<file path="src/rtl/snake_mem_arbiter.sv">
// snake_mem_arbiter: single-port snake memory arbiter (VGA priority, game starvation guard, game lock); SNAKE_ARB_STATS_EN adds stat counters
module snake_mem_arbiter #(
  parameter int ADDR_W   = 8,
  parameter int DATA_W   = 16,
  parameter int MAX_WAIT = 15,
  parameter int LOCK_MAX = 255
) (
  input  logic              clk,
  input  logic              rst_n,
  input  logic              g_req,
  input  logic              g_we,
  input  logic [ADDR_W-1:0] g_addr,
  input  logic [DATA_W-1:0] g_wdata,
  input  logic              g_lock,
  output logic              g_gnt,
  output logic              g_rvalid,
  output logic [DATA_W-1:0] g_rdata,
  output logic              lock_abort,
  input  logic              v_req,
  input  logic [ADDR_W-1:0] v_addr,
  output logic              v_gnt,
  output logic              v_rvalid,
  output logic [DATA_W-1:0] v_rdata,
  output logic              mem_en,
  output logic              mem_we,
  output logic [ADDR_W-1:0] mem_addr,
  output logic [DATA_W-1:0] mem_wdata,
  input  logic [DATA_W-1:0] mem_rdata,
  output logic [15:0]       stat_conflicts,
  output logic [7:0]        stat_aborts
);
  localparam int SW = $clog2(MAX_WAIT + 1);
  localparam int LW = $clog2(LOCK_MAX + 1);
  typedef enum logic {NORMAL, LOCK} state_e;
  state_e        state_q, state_d;
  logic [SW-1:0] starve_q, starve_d;
  logic [LW-1:0] lock_q, lock_d;
  logic          block_q, block_d;
  logic          g_rv_q, v_rv_q;
  logic          starve_max;
  assign starve_max = starve_q == SW'(MAX_WAIT);
  // grant decision, lock tracking and starvation bookkeeping; grants forced low in reset
  always_comb begin
    state_d    = state_q;
    lock_d     = lock_q;
    g_gnt      = 1'b0;
    v_gnt      = 1'b0;
    lock_abort = 1'b0;
    if (state_q == LOCK) begin
      g_gnt      = rst_n & g_req;
      lock_abort = g_lock & (lock_q == LW'(LOCK_MAX));
      lock_d     = lock_q + LW'(1);
      state_d    = (!g_lock || lock_abort) ? NORMAL : LOCK;
    end else begin
      v_gnt = rst_n & v_req & !(g_req & starve_max);
      g_gnt = rst_n & g_req & !v_gnt;
      if (g_gnt && g_lock && !block_q) begin
        state_d = LOCK;
        lock_d  = LW'(1);
      end
    end
    block_d  = lock_abort | (block_q & g_lock);
    starve_d = (g_req & !g_gnt) ? (starve_max ? starve_q : starve_q + SW'(1)) : '0;
  end
  assign mem_en     = g_gnt | v_gnt;
  assign mem_we     = g_gnt & g_we;
  assign mem_addr   = g_gnt ? g_addr : v_gnt ? v_addr : '0;
  assign mem_wdata  = g_gnt ? g_wdata : '0;
  assign g_rvalid   = g_rv_q;
  assign v_rvalid   = v_rv_q;
  assign g_rdata    = g_rv_q ? mem_rdata : '0;
  assign v_rdata    = v_rv_q ? mem_rdata : '0;
  // state register; read-return owner flags mark the cycle after a granted read
  always_ff @(posedge clk or negedge rst_n) begin
    if (!rst_n) begin
      state_q  <= NORMAL;
      starve_q <= '0;
      lock_q   <= '0;
      block_q  <= 1'b0;
      g_rv_q   <= 1'b0;
      v_rv_q   <= 1'b0;
    end else begin
      state_q  <= state_d;
      starve_q <= starve_d;
      lock_q   <= lock_d;
      block_q  <= block_d;
      g_rv_q   <= g_gnt & !g_we;
      v_rv_q   <= v_gnt;
    end
  end
`ifdef SNAKE_ARB_STATS_EN
  logic [15:0] conf_q;
  logic [7:0]  ab_q;
  // saturating conflict and forced-release counters
  always_ff @(posedge clk or negedge rst_n) begin
    if (!rst_n) begin
      conf_q <= '0;
      ab_q   <= '0;
    end else begin
      if (g_req && v_req && conf_q != 16'hFFFF) conf_q <= conf_q + 16'd1;
      if (lock_abort && ab_q != 8'hFF) ab_q <= ab_q + 8'd1;
    end
  end
  assign stat_conflicts = conf_q;
  assign stat_aborts    = ab_q;
`else
  assign stat_conflicts = '0;
  assign stat_aborts    = '0;
`endif
endmodule

</file>
<file path="config.mk">
export PLATFORM = sky130hd
export DESIGN_NAME = snake_mem_arbiter
export DESIGN_NICKNAME = d
export VERILOG_FILES = /design/src/rtl/snake_mem_arbiter.sv
export SDC_FILE = /design/constraint.sdc
export NUM_CORES = 1
export LEC_CHECK = 0
export ABC_AREA = 1
export CAP_MARGIN = 20
export CORE_ASPECT_RATIO = 2
export CORE_MARGIN = 4
export CORE_UTILIZATION = 34
export DETAILED_ROUTE_END_ITERATION = 12
export PLACE_DENSITY_LB_ADDON = 0.12
export RECOVER_POWER = 100
export SYNTH_ARGS = -nofsm -noshare
export SYNTH_HDL_FRONTEND = slang
export SYNTH_SLANG_ARGS = --single-unit
export TNS_END_PERCENT = 5
</file>
<file path="constraint.sdc">
create_clock -name clk -period 3.8 [get_ports clk]
set_input_delay 0.38 -clock clk [delete_from_list [all_inputs] [get_ports clk]]
set_output_delay 0.38 -clock clk [all_outputs]
set_load 0.02 [all_outputs]
</file>
==> impl_metrics.json, run 1 <==
{
  "outcome": "complete, no violations",
  "cts_tree": "built",
  "routabilityCongestion": 0.816,
  "nets": 443,
  "syn_inst": 274,
  "initial_core_util_pct": 35.0,
  "cts-hold-fix-buffers": 0,
  "skew_ps": 0.692,
  "slew_violations": 0,
  "fmaxAchievable_mhz": 337,
  "antennaDiodeCount": 0,
  "seq_area_um2": 400,
  "area_growth_pct": 69.4,
  "clock_latency_ps": 240,
  "power_density_nw_per_um2": 238,
  "wl_um": 5410,
  "antenna_found_initial": 0,
  "num_vias": 1925,
  "synthFlopType": "dfrtp_1",
  "overflow": 0,
  "fin_crit_sh_pct": 78.0,
  "first_pass_iters": 4,
  "grt_pass1_vias": 1884,
  "netlist_area_um2": 1610,
  "reg2regPathDepth": 7,
  "dp_hpwl_um": 4680,
  "ant_nets": 0,
  "num-fill-cells": 471,
  "synth-edff-count": 0,
  "syn_area_per_cell_um2": 5.87,
  "grt_pass1_wl_um": 8740,
  "required_ps": 3420,
  "chipHeight_um": 105,
  "min_path_type": "input pin to async pin",
  "grt_setup_unrepaired": "no",
  "hold_viol": 0,
  "placedCellCount": 437,
  "reg2reg_to": "starve_q[3]$_DFFE_PN0P_",
  "r2r_start": "state_q$_DFF_PN0_",
  "cts_setup_buffers": 0,
  "cts_made_buffers": 3,
  "p_leak_uw": 0.00177,
  "yosysWarnings": 0,
  "core_area_um2": 4600,
  "setup_violations": 0,
  "synth.top_cells.by_area": "dfrtp_1 (25%), nand2_1 (20%), inv_1 (15%), buf_4 (11%), nor2_1 (6.3%)",
  "crit_end": "mem_wdata[14]",
  "period_needed_ps": 2960,
  "via_per_inst": 4.38,
  "max_cap_viol_count": 0,
  "drive_above_1_share_pct": 2.60,
  "io_pins": 141,
  "track_usage_pct": 18.0,
  "fin_setup_tns_ps": 0,
  "root_buffer": "clkbuf_8",
  "multi_input_area_um2": 790,
  "instances_no_fill": 440,
  "startpoint": "rst_n",
  "crit_path_start_kind": "input pin",
  "crit_arrival_ps": 2580,
  "seq_area_frac_synth_pct": 24.9,
  "io_buffers": 116,
  "peakVddDrop_mv": 0.294,
  "worst_pin_slew_ps": 694,
  "yosys.area.top_type": "dfrtp_1",
  "die_w_um": 56.6,
  "die-area_um2": 5960,
  "crit_type": "input pin to output pin",
  "synth_top_area_share_pct": 24.9,
  "endpoint_kind": "output pin",
  "h-tree-depth": 1,
  "drcViolationCount": 0,
  "synthDistinctLibCells": 23,
  "maxSlewHeadroom_pct": 53.7,
  "grt_max_degree": 22,
  "clkTransAtPathRegs_ps": 60,
  "synth_seq_cells": 16,
  "r2r_setup_slack_ps": 2290,
  "wl_per_cell_um": 12.3,
  "num_rows": 35,
  "cts_resized": 0,
  "cp_max_fo": 21,
  "cts_sinks": 16,
  "first_iter_violations": 50,
  "async_flop_share_pct": 100,
  "ctsLongestPathBuffers": 2
}
per-stage QoR:
step	power (uW)	utilization [%]	area, um^2	hold WS, ps	setup WS, ps
6_report	648	59.3	2730	445	836
5_1_grt	694	59.3	2730	452	624
4_1_cts	669	59.4	2730	378	1060
3_5_place_dp	543	58.5	2690	479	1060
3_3_place_gp	538	58.5	2690	481	1080
2_1_floorplan	415	-	1700	84.4	2120
cells by family after synthesis:
kind of cell / Yosys count / synth area share, %
AOI/OAI and AO/OA: 9 / 2.80
adders and majority gates: 2 / 1.55
other: 1 / 0.233
xor gates and xnor gates: 1 / 0.544
buffers and inverters: 100 / 31.3
and+or+nand+nor: 145 / 38.7
DFF: 16 / 24.9
cell usage after synthesis (3+ instances only):
master	count
nor2_1	27
inv_1	65
a21oi_1	3
nand3_1	19
buf_6	4
o21ai_0	6
nand2_1	86
buf_4	24
nand4_1	4
dfrtp_1	16
sequential cells by signal, indices dropped and copies added (netlist names):
register / count
v_rvalid: 1
state_q: 1
block_q: 1
g_rvalid: 1
lock_q: 8
starve_q: 4
worst min path at each step:
| stage | from | end | slack, ps | cells after the start |
|---|---|---|---|---|
| 2_1_floorplan | rst_n | block_q$_DFF_PN0_ | 80 | 0 |
| 3_3_place_gp | block_q$_DFF_PN0_ | block_q$_DFF_PN0_ | 480 | 2 |
| 3_5_place_dp | block_q$_DFF_PN0_ | block_q$_DFF_PN0_ | 480 | 2 |
| 4_1_cts | rst_n | block_q$_DFF_PN0_ | 380 | 1 |
| 5_1_grt | rst_n | block_q$_DFF_PN0_ | 450 | 1 |
| 6_report | rst_n | block_q$_DFF_PN0_ | 450 | 1 |
critical path, stage by stage:
cell           delay [ps]
dlygate4sd3_1         700
nand2_1               150
inv_1                 300
nand2_4               230
nor2_1                140
dlygate4sd3_1         680
metal layers:
| layer | share of wire (%) | track usage (%) |
|---|---|---|
| met2 | 53 | 34.4 |
| met1 | 35 | 18.0 |
| met5 | 0 | 0 |
| met4 | 3.5 | 8.15 |
| met3 | 8.7 | 3.19 |
area by class of cell:
type                            count  area share, %
Timing Repair Buffer              117           42.7
Multi-Input combinational cell    181           29.0
Sequential cell                    16           14.7
Inverter                           68           9.55
Tap cell                           55           2.53
Clock buffer                        3           1.52
cell usage in the layout (no fill, tap or decap), types with 2 or more instances in the layout:
cell type	count
a21oi_1	3
clkbuf_8	3
clkdlybuf4s50_1	52
conb_1	24
dfrtp_1	16
dlygate4sd3_1	64
ha_1	2
inv_1	67
nand2_1	87
nand2_4	2
nand3_1	19
nand4_1	4
nor2_1	27
nor3_1	2
o21ai_0	6
where the power goes:
group	switching [uW]	leakage (uW)	internal [uW]
logic	163	0.00154	127
clock network	54.1	0.0000216	70.2
registers	38.0	0.000215	195
total	255	0.00177	392
Power figures use the tool's default switching activity.
==> run 2, diff against run 1 <==
Settings changed: CORE_UTILIZATION 34 to 29.
Clock period 3.8 ns to 2.6 ns, I/O delays scaled along.
==> impl_metrics.json, run 2 (synthesis results as in run 1) <==
{
  "routabilityCongestion": 0.863,
  "drcViolationCount": 0,
  "cts_tree": "built",
  "cts-hold-fix-buffers": 0,
  "grt_max_degree": 22,
  "root_buffer": "clkbuf_8",
  "clock_latency_ps": 250,
  "endpoint_kind": "output pin",
  "antenna_found_initial": 0,
  "period_needed_ps": 2470,
  "antennaDiodeCount": 0,
  "reg_top3": "lock_q x8, starve_q x4",
  "max_cap_viol_count": 0,
  "setup_violations": 0,
  "track_usage_pct": 15.2,
  "die-area_um2": 6880,
  "largest_register": "lock_q",
  "area_growth_pct": 70.8,
  "h-tree-depth": 1,
  "wl_um": 5460,
  "clkTransAtPathRegs_ps": 60,
  "via_per_inst": 4.18,
  "maxSlewHeadroom_pct": 59.1,
  "fin_setup_tns_ps": 0,
  "peakVddDrop_mv": 0.331,
  "grt_pass1_vias": 1725,
  "min_path_type": "register to register",
  "num_vias": 1872,
  "io_pins": 141,
  "layout_commonest_cell": "nand2_1",
  "hold_viol": 0,
  "crit_path_start_kind": "register",
  "initial_core_util_pct": 29.7,
  "dp_hpwl_um": 4710,
  "num_rows": 38,
  "cp_cell_sequence": "ha_1 -> nand4_2 -> nand2_4 -> nand2_4 -> nor2_1 -> dlygate4sd3_1",
  "largest_reg_flops": 8,
  "cts_sinks": 16,
  "fin_crit_sh_pct": 95.1,
  "fmaxAchievable_mhz": 405,
  "crit_type": "register to output pin",
  "skew_ps": 1.56,
  "outcome": "complete, no violations",
  "worst_pin_slew_ps": 614,
  "crit_arrival_ps": 2210,
  "ant_nets": 0,
  "overflow": 0,
  "power_density_nw_per_um2": 360,
  "p_leak_uw": 0.00173,
  "cp_max_fo": 21,
  "drive_above_1_share_pct": 3.35,
  "die_w_um": 60.7,
  "cp_slowest_cell": "dlygate4sd3_1",
  "cts_made_buffers": 3,
  "first_iter_violations": 70,
  "num-fill-cells": 543,
  "slew_violations": 0,
  "first_pass_iters": 4,
  "cpMostUsedCell": "nand2_4",
  "nets": 445,
  "ctsLongestPathBuffers": 2,
  "path_delay_family": "buffers and inverters",
  "final_cell_mix": "nand2_1 (87), clkdlybuf4s50_1 (71), inv_1 (65)",
  "core_area_um2": 5420,
  "final_util_pct": 50.7,
  "worst-path-buf-inv": 1,
  "required_ps": 2340,
  "io_buffers": 116,
  "chipHeight_um": 113,
  "max_stage_delay_ps": 680,
  "grt_pass1_wl_um": 8090,
  "cts_resized": 0,
  "cts_setup_buffers": 0,
  "wl_per_cell_um": 12.2,
  "grt_setup_unrepaired": "no"
}
## run 2: cell count changes in the layout (fill, tap and decap cells not counted)
cell / delta
dlygate4sd3_1: -19
inv_2: +2
nor2_1: +1
clkbuf_8: +1
inv_1: -2
clkbuf_1: +1
buf_4: +1
nor2_4: -1
clkdlybuf4s50_1: +19
## run 2: final cells by class
type	instances	area (um^2)	area share [%]
Timing Repair Buffer	119	1180	42.8
Multi-Input combinational cell	181	782	28.4
Sequential cell	16	400	14.6
Inverter	68	260	9.47
Tap cell	60	75.1	2.73
Clock buffer	4	55.1	2.00
## run 2: path summary, 6_finish.rpt
path | startpoint | endpoint | slack [ps] | cells past startpoint
min in group asynchronous | rst_n | starve_q[2]$_DFFE_PN0P_ | 520 | 2
max in group asynchronous | rst_n | lock_q[7]$_DFFE_PN0P_ | 1570 | 2
setup / recovery | starve_q[0]$_DFFE_PN0P_ | mem_wdata[10] | 130 | 6
hold reg to reg | block_q$_DFF_PN0_ | block_q$_DFF_PN0_ | 490 | 2
hold / removal | block_q$_DFF_PN0_ | block_q$_DFF_PN0_ | 490 | 2
setup reg to reg | state_q$_DFF_PN0_ | starve_q[0]$_DFFE_PN0P_ | 1110 | 7
## run 2: layer usage
metal | GRT usage, % | vias to the layer above | wire (um)
met1 | 14.5 | 805 | 1780
met3 | 2.85 | 5 | 568
met2 | 30.2 | 86 | 3040
li1 | - | 976 | -
met4 | 4.63 | 0 | 63
met5 | 0 | - | 0
## run 2: metrics by stage
step	setup WS, ps	instance area (um^2)	hold WS [ps]	total power [uW]	cells
2_1_floorplan	1040	1700	-35.6	606	297
3_3_place_gp	190	2710	474	790	444
3_5_place_dp	183	2710	471	794	444
4_1_cts	134	2770	391	1020	448
5_1_grt	28.8	2750	527	1070	448
6_report	129	2750	487	990	448
## run 2: worst register-to-register path, delay by kind of cell, from the launching register on
family                 cells  cell delay [ps]
and+or+nand+nor            6              810
buffers and inverters      1              120
DFF                        1              500
## run 2: power by group
part | switching, uW | leakage, uW | internal, uW
logic | 238 | 0.00149 | 193
registers | 51.9 | 0.000215 | 285
clock network | 87.2 | 0.0000288 | 135
total | 377 | 0.00173 | 613
==> run 3, diff against run 2 <==
Settings changed: CORE_ASPECT_RATIO 2 to not set.
==> impl_metrics.json, run 3 (synthesis results as in run 1) <==
{
  "hp-start": "block_q$_DFF_PN0_",
  "cts_tree": "built",
  "dp_hpwl_um": 4170,
  "crit_arrival_ps": 2180,
  "core_area_um2": 5240,
  "maxSlewHeadroom_pct": 63.8,
  "layout_commonest_cell": "nand2_1",
  "antennaDiodeCount": 0,
  "fmaxAchievable_mhz": 409,
  "cts-hold-fix-buffers": 0,
  "cts_setup_buffers": 0,
  "grt_pass1_vias": 1560,
  "reg_top3": "lock_q x8, starve_q x4",
  "crit_type": "register to output pin",
  "min_path_type": "register to register",
  "hold_end": "block_q$_DFF_PN0_",
  "power_density_nw_per_um2": 357,
  "grt_pass1_wl_um": 6890,
  "drive_above_1_share_pct": 3.60,
  "largest_register": "lock_q",
  "setup_violations": 0,
  "first_iter_violations": 20,
  "via_per_inst": 4.07,
  "ant_nets": 0,
  "fin_ws_ps": 157,
  "root_buffer": "clkbuf_8",
  "slew_violations": 0,
  "post-place-ws_ps": 216,
  "period_needed_ps": 2440,
  "max_cap_viol_count": 0,
  "r2r_start": "starve_q[0]$_DFFE_PN0P_",
  "min_path_cells": 2,
  "die_w_um": 82.5,
  "die-area_um2": 6800,
  "hold_viol": 0,
  "power_uw": 990,
  "reg2regPathDepth": 6,
  "overflow": 0,
  "initial_core_util_pct": 30.7,
  "pwr-share-comb_pct": 44.3,
  "ctsLongestPathBuffers": 2,
  "num_rows": 26,
  "wl_um": 4840,
  "h-tree-depth": 1,
  "skew_ps": 5.46,
  "track_usage_pct": 12.6,
  "cts_resized": 0,
  "final_util_pct": 53.0,
  "p_leak_uw": 0.00174,
  "power_frac_clock_pct": 22.1,
  "routabilityCongestion": 0.768,
  "grt_setup_unrepaired": "no",
  "p_int_uw": 616,
  "io_buffers": 116,
  "cts_made_buffers": 3,
  "largest_reg_flops": 8,
  "chipHeight_um": 82.5,
  "grt_max_degree": 22,
  "clkTransAtPathRegs_ps": 70,
  "peakVddDrop_mv": 0.322,
  "io_pins": 141,
  "pwr-share-seq_pct": 33.6,
  "crit_path_start_kind": "register",
  "p_sw_uw": 375,
  "drcViolationCount": 0,
  "first_pass_iters": 4,
  "area_growth_pct": 72.4,
  "worst_pin_slew_ps": 542,
  "nets": 446,
  "wl_per_cell_um": 10.5,
  "clock_latency_ps": 250,
  "r2r_setup_slack_ps": 1140,
  "fin_hold_ws_ps": 499,
  "reg2reg_to": "starve_q[2]$_DFFE_PN0P_",
  "required_ps": 2340,
  "cts_sinks": 16,
  "swShare_pct": 37.8,
  "antenna_found_initial": 0,
  "final_cell_mix": "nand2_1 (88), clkdlybuf4s50_1 (71), inv_1 (65)",
  "fin_crit_sh_pct": 94.0,
  "num_vias": 1868,
  "endpoint_kind": "output pin",
  "cp_max_fo": 21,
  "outcome": "complete, no violations",
  "num-fill-cells": 538,
  "fin_setup_tns_ps": 0
}
==> run 3: changes by cell type in the layout (fill, tap and decap cells not counted), sizes merged <==
cell  change
buf       +1
==> run 3: through the flow <==
step                      cells  area, um^2
after floorplan             297        1700
after global placement      455        2730
after detailed placement    455        2730
after CTS                   459        2790
after global routing        459        2770
final                       459        2770
==> run 3: critical path: stages, from the launching register on <==
cell and delay [ps]:
dfrtp_1 390, ha_1 260, nand4_2 140, nand2_4 180, nand2_4 160, nor2_1 120, dlygate4sd3_1 690
==> run 3: how the worst max path moves through the flow <==
stage | slack (ps) | cells after the start | from | to
after floorplan | 1040 | 6 | starve_q[0]$_DFFE_PN0P_ | mem_wdata[0]
after global placement | 250 | 8 | rst_n | mem_addr[5]
after detailed placement | 220 | 6 | g_req | mem_wdata[9]
after CTS | 160 | 6 | starve_q[0]$_DFFE_PN0P_ | mem_wdata[9]
after global routing | 30 | 6 | starve_q[0]$_DFFE_PN0P_ | mem_wdata[15]
final | 160 | 6 | starve_q[0]$_DFFE_PN0P_ | mem_wdata[15]
==> run 3: power groups by stage <==
stage	sequential, uW	clock (uW)	combinational [uW]
3_5_place_dp	338	0	457
3_3_place_gp	336	0	455
6_report	332	219	439
5_1_grt	341	234	486
4_1_cts	334	222	459
2_1_floorplan	320	0	287
==> run 3: routing by layer <==
layer	part of all wire (%)	up-vias	wire (um)	track usage (%)
met3	15	2	725	5.10
met5	0	-	0	0
met4	0.56	0	27	2.33
li1	-	974	-	-
met2	47	100	2280	22.2
met1	37	792	1800	14.3
==> run 3: final cells by class <==
cell class	count	area [um^2]	area share [%]
tap	70	87.6	3.16
timing repair buffer	120	1180	42.7
clock buffer	4	55.1	1.98
multi-input combinational	181	787	28.4
sequential	16	400	14.4
inverter	68	260	9.38
